`config.mk`:
```
export PLATFORM = sky130hd
export DESIGN_NAME = ad7276_axis_packer
export DESIGN_NICKNAME = d
export VERILOG_FILES = /design/src/rtl/ad7276_pkg.sv /design/src/rtl/ad7276_pair_fifo.sv /design/src/rtl/ad7276_axis_packer.sv
export SDC_FILE = /design/constraint.sdc
export NUM_CORES = 1
export LEC_CHECK = 0
export CORE_MARGIN = 2
export CORE_UTILIZATION = 45
export DETAILED_ROUTE_END_ITERATION = 12
export GPL_TIMING_DRIVEN = 0
export MAX_ROUTING_LAYER = met4
export PLACE_DENSITY_LB_ADDON = 0.25
export SLEW_MARGIN = 10
export SYNTH_ARGS = -nofsm -noshare
export SYNTH_HDL_FRONTEND = slang
export SYNTH_HIERARCHICAL = 1
export SYNTH_SLANG_ARGS = --single-unit
```
`constraint.sdc`:
```
create_clock -name i_clk -period 12.2 [get_ports i_clk]
set_clock_uncertainty 0.15 [all_clocks]
set_input_delay 2.44 -clock i_clk [delete_from_list [all_inputs] [get_ports i_clk]]
set_output_delay 2.44 -clock i_clk [all_outputs]
set_load 0.01 [all_outputs]
```
`src/rtl/ad7276_pkg.sv`:
```
// Shared types and constants for the AD7276 sample-pair to AXI4-Stream packer.
package ad7276_pkg;

    localparam int ADC_LENGTH_DEFAULT = 12;
    localparam int AXIS_WIDTH         = 32;

    typedef struct packed {
        logic [ADC_LENGTH_DEFAULT-1:0] ch1;
        logic [ADC_LENGTH_DEFAULT-1:0] ch0;
    } sample_pair_t;

    typedef enum logic [1:0] {
        ST_IDLE  = 2'd0,
        ST_RUN   = 2'd1,
        ST_DRAIN = 2'd2
    } packer_state_t;

    // A programmed frame length of zero behaves as a single-beat frame.
    function automatic logic [15:0] frame_len_eff(input logic [15:0] len);
        if (len == 16'd0) begin
            return 16'd1;
        end else begin
            return len;
        end
    endfunction

endpackage

```
`src/rtl/ad7276_pair_fifo.sv`:
```
// Synchronous first-word-fall-through FIFO holding captured sample pairs.
module ad7276_pair_fifo #(
    parameter int WIDTH = 24,
    parameter int DEPTH = 16
) (
    input  logic                   clk,
    input  logic                   rst,
    input  logic                   wr,
    input  logic [WIDTH-1:0]       wdata,
    input  logic                   rd,
    output logic [WIDTH-1:0]       rdata,
    output logic                   full,
    output logic                   empty,
    output logic [$clog2(DEPTH):0] count
);

    localparam int AW = $clog2(DEPTH);

    logic [WIDTH-1:0] mem_r [DEPTH];
    logic [AW-1:0]    wr_ptr_r;
    logic [AW-1:0]    rd_ptr_r;
    logic [AW:0]      count_r;
    logic             wr_en_s;
    logic             rd_en_s;
    logic             full_s;

    // Write into a full FIFO is legal only when a read frees a slot on the same edge.
    always_comb begin
        full_s  = (count_r == (AW+1)'(DEPTH));
        rd_en_s = rd && (count_r != '0);
        wr_en_s = wr && (!full_s || rd_en_s);
    end

    // Pointer and occupancy bookkeeping.
    always_ff @(posedge clk or posedge rst) begin
        if (rst) begin
            wr_ptr_r <= '0;
            rd_ptr_r <= '0;
            count_r  <= '0;
        end else begin
            if (wr_en_s) begin
                wr_ptr_r <= wr_ptr_r + 1'b1;
            end
            if (rd_en_s) begin
                rd_ptr_r <= rd_ptr_r + 1'b1;
            end
            case ({wr_en_s, rd_en_s})
                2'b10:   count_r <= count_r + 1'b1;
                2'b01:   count_r <= count_r - 1'b1;
                default: count_r <= count_r;
            endcase
        end
    end

    // Storage array; contents are don't-care while empty.
    always_ff @(posedge clk) begin
        if (wr_en_s) begin
            mem_r[wr_ptr_r] <= wdata;
        end
    end

    assign rdata = mem_r[rd_ptr_r];
    assign full  = full_s;
    assign empty = (count_r == '0);
    assign count = count_r;

endmodule

```
`src/rtl/ad7276_axis_packer.sv`:
```
// Packs captured AD7276 channel pairs into 32-bit AXI4-Stream beats with framed TLAST,
// absorbing DMA backpressure and reporting drops and channel misalignment.
module ad7276_axis_packer
    import ad7276_pkg::*;
#(
    parameter int ADC_LENGTH = ADC_LENGTH_DEFAULT,
    parameter int FIFO_DEPTH = 16
) (
    input  logic                    i_clk,
    input  logic                    i_rst,
    input  logic [2*ADC_LENGTH-1:0] i_data,
    input  logic [1:0]              i_valid,
    input  logic                    i_enable,
    input  logic [15:0]             i_frameLen,
    input  logic                    i_clrStatus,
    output logic [AXIS_WIDTH-1:0]   m_axis_tdata,
    output logic                    m_axis_tvalid,
    input  logic                    m_axis_tready,
    output logic                    m_axis_tlast,
    output logic                    o_overflow,
    output logic [15:0]             o_dropCount,
    output logic                    o_alignErr,
    output logic                    o_busy
);

    localparam int PW = 2 * ADC_LENGTH;
    localparam int CW = $clog2(FIFO_DEPTH) + 1;

    packer_state_t         state_r;
    packer_state_t         state_next_s;
    logic                  cap_s;
    logic                  align_evt_s;
    logic                  drop_evt_s;
    logic                  wr_s;
    logic                  pop_s;
    logic                  hs_s;
    logic                  fifo_full_s;
    logic                  fifo_empty_s;
    logic [PW-1:0]         fifo_rdata_s;
    logic [CW-1:0]         fifo_count_s;
    logic [15:0]           beat_cnt_r;
    logic [15:0]           len_r;
    logic [15:0]           len_eff_s;
    logic                  last_s;
    logic                  tvalid_r;
    logic                  tlast_r;
    logic [AXIS_WIDTH-1:0] tdata_r;
    logic                  overflow_r;
    logic [15:0]           drop_r;
    logic                  align_r;
    logic                  busy_r;

    ad7276_pair_fifo #(
        .WIDTH (PW),
        .DEPTH (FIFO_DEPTH)
    ) u_fifo (
        .clk   (i_clk),
        .rst   (i_rst),
        .wr    (wr_s),
        .wdata (i_data),
        .rd    (pop_s),
        .rdata (fifo_rdata_s),
        .full  (fifo_full_s),
        .empty (fifo_empty_s),
        .count (fifo_count_s)
    );

    // Capture, pop and drop decisions for the current cycle.
    always_comb begin
        cap_s       = (state_r == ST_RUN) && (i_valid == 2'b11);
        align_evt_s = (i_valid == 2'b01) || (i_valid == 2'b10);
        hs_s        = tvalid_r && m_axis_tready;
        pop_s       = !fifo_empty_s && (!tvalid_r || m_axis_tready);
        wr_s        = cap_s && (!fifo_full_s || pop_s);
        drop_evt_s  = cap_s && fifo_full_s && !pop_s;
        // The frame length is sampled when the first beat of a frame is loaded.
        len_eff_s   = (beat_cnt_r == 16'd0) ? frame_len_eff(i_frameLen) : len_r;
        last_s      = (beat_cnt_r == (len_eff_s - 16'd1));
    end

    // Next-state logic for IDLE / RUN / DRAIN.
    always_comb begin
        state_next_s = state_r;
        case (state_r)
            ST_IDLE: begin
                if (i_enable) begin
                    state_next_s = ST_RUN;
                end else begin
                    state_next_s = ST_IDLE;
                end
            end
            ST_RUN: begin
                if (!i_enable) begin
                    state_next_s = ST_DRAIN;
                end else begin
                    state_next_s = ST_RUN;
                end
            end
            ST_DRAIN: begin
                if (i_enable) begin
                    state_next_s = ST_RUN;
                end else if ((fifo_count_s == '0) && !tvalid_r) begin
                    state_next_s = ST_IDLE;
                end else begin
                    state_next_s = ST_DRAIN;
                end
            end
            default: state_next_s = ST_IDLE;
        endcase
    end

    // State register and busy flag.
    always_ff @(posedge i_clk or posedge i_rst) begin
        if (i_rst) begin
            state_r <= ST_IDLE;
            busy_r  <= 1'b0;
        end else begin
            state_r <= state_next_s;
            busy_r  <= (state_next_s != ST_IDLE);
        end
    end

    // Output beat register; the beat index counts loads, each of which is later handshaken.
    always_ff @(posedge i_clk or posedge i_rst) begin
        if (i_rst) begin
            tvalid_r   <= 1'b0;
            tlast_r    <= 1'b0;
            tdata_r    <= '0;
            beat_cnt_r <= 16'd0;
            len_r      <= 16'd1;
        end else begin
            if (pop_s) begin
                tvalid_r <= 1'b1;
                tlast_r  <= last_s;
                tdata_r  <= {16'(fifo_rdata_s[PW-1:ADC_LENGTH]), 16'(fifo_rdata_s[ADC_LENGTH-1:0])};
            end else if (hs_s) begin
                tvalid_r <= 1'b0;
                tlast_r  <= 1'b0;
            end
            if ((state_r == ST_IDLE) && (state_next_s == ST_RUN)) begin
                beat_cnt_r <= 16'd0;
            end else if (pop_s) begin
                beat_cnt_r <= last_s ? 16'd0 : (beat_cnt_r + 16'd1);
                if (beat_cnt_r == 16'd0) begin
                    len_r <= len_eff_s;
                end
            end
        end
    end

    // Sticky status; a new event outranks a simultaneous clear.
    always_ff @(posedge i_clk or posedge i_rst) begin
        if (i_rst) begin
            overflow_r <= 1'b0;
            drop_r     <= 16'd0;
            align_r    <= 1'b0;
        end else begin
            if (drop_evt_s) begin
                overflow_r <= 1'b1;
                if (i_clrStatus) begin
                    drop_r <= 16'd1;
                end else if (drop_r != 16'hFFFF) begin
                    drop_r <= drop_r + 16'd1;
                end
            end else if (i_clrStatus) begin
                overflow_r <= 1'b0;
                drop_r     <= 16'd0;
            end
            if (align_evt_s) begin
                align_r <= 1'b1;
            end else if (i_clrStatus) begin
                align_r <= 1'b0;
            end
        end
    end

    assign m_axis_tdata  = tdata_r;
    assign m_axis_tvalid = tvalid_r;
    assign m_axis_tlast  = tlast_r;
    assign o_overflow    = overflow_r;
    assign o_dropCount   = drop_r;
    assign o_alignErr    = align_r;
    assign o_busy        = busy_r;

endmodule

```
==> results.py <==
metrics = {
    "synth": {
        "yosysMostFrequentCell": "edfxtp_1",
        "postSynthCellCount": 1200,
        "ys.flop_type": "edfxtp_1",
        "ys_types": 76,
        "yosysTopAreaCellShare": 0.5679,
        "synth_area_leaders": "edfxtp_1 57%, mux4_2 13%, dfrtp_1 11%, nand2_1 2.2%, xor2_1 0.99%",
        "yosysWarningCount": 6,
        "netlist_area_um2": 20310,
        "synth_top_area_cell": "edfxtp_1",
        "yosysSeqAreaShare": 0.6813,
        "synth_seq_cells": 476,
        "syn_area_per_cell_um2": 16.92,
        "synth_edf_count": 384,
        "synth_commonest_cells": "384 x edfxtp_1, 120 x mux4_2, 117 x nand2_1",
        "async_flop_share": 0.1933,
    },
    "floorplan": {
        "start_util": 0.4572,
        "die_h_um": 216.4,
        "rows": 77,
        "coreArea_um2": 44410,
        "die_area_um2": 46840,
        "top_level_ports": 100,
        "die_w_um": 216.4,
    },
    "routing": {
        "wl_per_cell_um": 23.49,
        "via_count": 11430,
        "drcViolationCount": 0,
        "drt-total-wl_um": 46790,
        "drt.antenna.violating_nets": 0,
        "drt_iter0_markers": 1135,
        "via_per_inst": 5.737,
        "firstDrtPassIters": 5,
    },
    "place": {
        "placed_cells": 1900,
        "place.port_buffers": 88,
        "place_congestion": 0.8627,
        "dp_hpwl_um": 29510,
    },
    "clock_tree": {
        "cts-htree-levels": 2,
        "root_buffer": "clkbuf_16",
        "tritoncts.num_buffers": 49,
        "cts.sinks": 476,
        "clk_pin_slew_ns": 0.06,
        "cts_setup_buffers": 0,
        "cts_tree": "yes",
        "holdBufCountCts": 0,
        "clk_latency_ns": 0.59,
        "clockBufferDepth": 3,
        "ctsResizeCount": 0,
    },
    "sta": {
        "period_share": 0.5577,
        "slew_headroom": 0.3424,
        "rsz0062_at_grt": "no",
        "finalMaxSlewViolations": 0,
        "hold_violations": 0,
        "setup_viol": 0,
        "whs_ns": 0.3235,
        "worst_slew_pin_slew_ns": 0.9865,
        "timing.fmax_mhz": 147.0,
        "setup_tns_ns": 0,
        "min_period_ns": 6.803,
    },
    "job": {
        "cap_violations": 0,
    },
    "worst_setup_path": {
        "path_max_fanout": 11,
        "critical_path_required_ns": 12.52,
        "startpoint_type": "primary input",
        "critPathCaptureType": "register",
        "criticalPathCategory": "in2reg",
        "crit_arrival_ns": 7.13,
    },
    "run_status": {
        "status": "finished, final reports clean",
    },
    "grt": {
        "grt_pass1_wl_um": 71370,
        "overflow": 0,
        "grt_pass1_vias": 11520,
        "antenna_found_initial": 1,
        "grt_max_degree": 54,
        "grt_use_total": 0.2098,
    },
    "power": {
        "pwr-share-comb": 0.300,
        "seq_power_share": 0.379,
        "intPower_mw": 3.694,
        "p_per_area_nw_per_um2": 216.8,
        "leakagePower_nw": 8.234,
        "switching_share": 0.2941,
        "peakVddDrop_uv": 181.0,
        "clock_power_share": 0.321,
        "p_sw_mw": 1.539,
    },
    "hold_path": {
        "worstHoldPathType": "reg2reg",
    },
    "final_layout": {
        "num-fill-cells": 3474,
        "syn_to_final_growth_pct": 18.87,
        "fin_nets": 1420,
        "final_util": 0.5435,
        "layout-drive-gt1-share": 0.2194,
        "instances_no_fill": 1992,
    },
}
==> state kept, by name, summed over array words and instances (netlist names) <==
signal,cells
beat_cnt_r,16
len_r,16
m_axis_tdata,24
m_axis_tlast,1
m_axis_tvalid,1
o_alignErr,1
o_busy,1
o_dropCount,16
o_overflow,1
state_r,2
u_fifo/count,5
u_fifo/mem_r,384
u_fifo/rd_ptr_r,4
u_fifo/wr_ptr_r,4
==> cell type report <==
cell class / count / area (µm²) / area share
Antenna cell: 1 / 2.502 / 0.0001037
Buffer: 73 / 384.1 / 0.01591
Clock buffer: 63 / 1299 / 0.05381
Clock inverter: 28 / 526.8 / 0.02182
Inverter: 23 / 88.84 / 0.003680
Multi-Input combinational cell: 635 / 6052 / 0.2507
Sequential cell: 476 / 13830 / 0.5732
Tap cell: 592 / 740.7 / 0.03069
Timing Repair Buffer: 101 / 1209 / 0.05008
==> critical path, stage by stage <==
cell and delay, ns:
clkdlybuf4s50_1 0.51, nand2b_1 0.14, nand2b_1 0.07, clkbuf_1 0.21, inv_2 0.22, clkbuf_1 0.40, buf_1 0.69, clkbuf_1 0.40
o21ai_1 0.26, nor2_1 0.32, ha_1 0.33, nor2b_1 0.14, o21ai_0 0.38, a21bo_2 0.22, a21oi_1 0.06, a311o_1 0.34
==> placed cells by master, fill, tap and decap left out, drive strengths merged, types with 6 or more instances in the layout <==
cell and instances:
ha 13, edfxtp 384, o21ai 29, or4 9
xor2 23, conb 8, nor4 20, a21oi 17
clkbuf 100, nand2 117, nand3 24, and2 17
clkdlybuf4s50 88, mux4 120, mux2 17, clkinv 10
dfrtp 91, nor2b 9, nor2 38, inv 26
nand4 12, buf 49, nor3b 8, or3 9
bufinv 14, a31oi 6, mux2i 12, xnor2 20
nor3 33
==> metal layers <==
metal	up-vias	track usage	share of wire
li1	5051	-	-
met1	5957	0.2782	0.43
met2	353	0.3409	0.50
met3	67	0.03102	0.056
met4	0	0.05913	0.019
met5	-	-	0
==> power by group through the flow <==
stage | combinational [mW] | clock [mW] | sequential (mW)
floorplan | 1.09 | 0 | 2.00
global placement | 1.54 | 0 | 2.01
detailed placement | 1.58 | 0 | 2.01
CTS | 1.59 | 1.72 | 1.98
global route | 1.69 | 1.78 | 1.99
finish | 1.57 | 1.68 | 1.98
==> stage by stage <==
step	setup slack, ns	area, µm²	total power [mW]
final	5.397	24140	5.233
after global routing	5.070	24140	5.471
after CTS	5.426	24130	5.286
after detailed placement	4.848	22300	3.588
after global placement	4.679	21950	3.552
after floorplan	6.073	20330	3.090
==> final timing paths <==
check | start | to | slack [ns] | depth (start not counted)
max in group asynchronous | i_rst | len_r[0]$_DFFE_PP1P_ | 9.06 | 3
worst max-delay path | m_axis_tready | u_fifo/count[4]$_DFFE_PP0P_ | 5.40 | 16
worst max register to register | u_fifo/count[1]$_DFFE_PP0P_ | u_fifo/count[4]$_DFFE_PP0P_ | 6.46 | 17
worst min register to register | o_alignErr$_DFFE_PP0P_ | o_alignErr$_DFFE_PP0P_ | 0.32 | 1
worst min-delay path | o_alignErr$_DFFE_PP0P_ | o_alignErr$_DFFE_PP0P_ | 0.32 | 1
min in group asynchronous | i_rst | m_axis_tdata[1]$_DFFE_PP0P_ | 2.15 | 2
==> logic make-up (layout without fill, tap and decap cells) <==
kind of cell | count (synthesis) | count (layout) | share of synthesized area
buffers and inverters | 96 | 288 | 0.02317
and+or+nand+nor | 319 | 319 | 0.08386
AOI/OAI and AO/OA | 102 | 102 | 0.03531
xor gates and xnor gates | 43 | 43 | 0.01855
other | 1 | 9 | 0.0001847
adders and majority gates | 14 | 14 | 0.008996
DFF | 476 | 476 | 0.6813
muxes | 149 | 149 | 0.1486
Note: power is estimated with default switching activity, not from simulation.
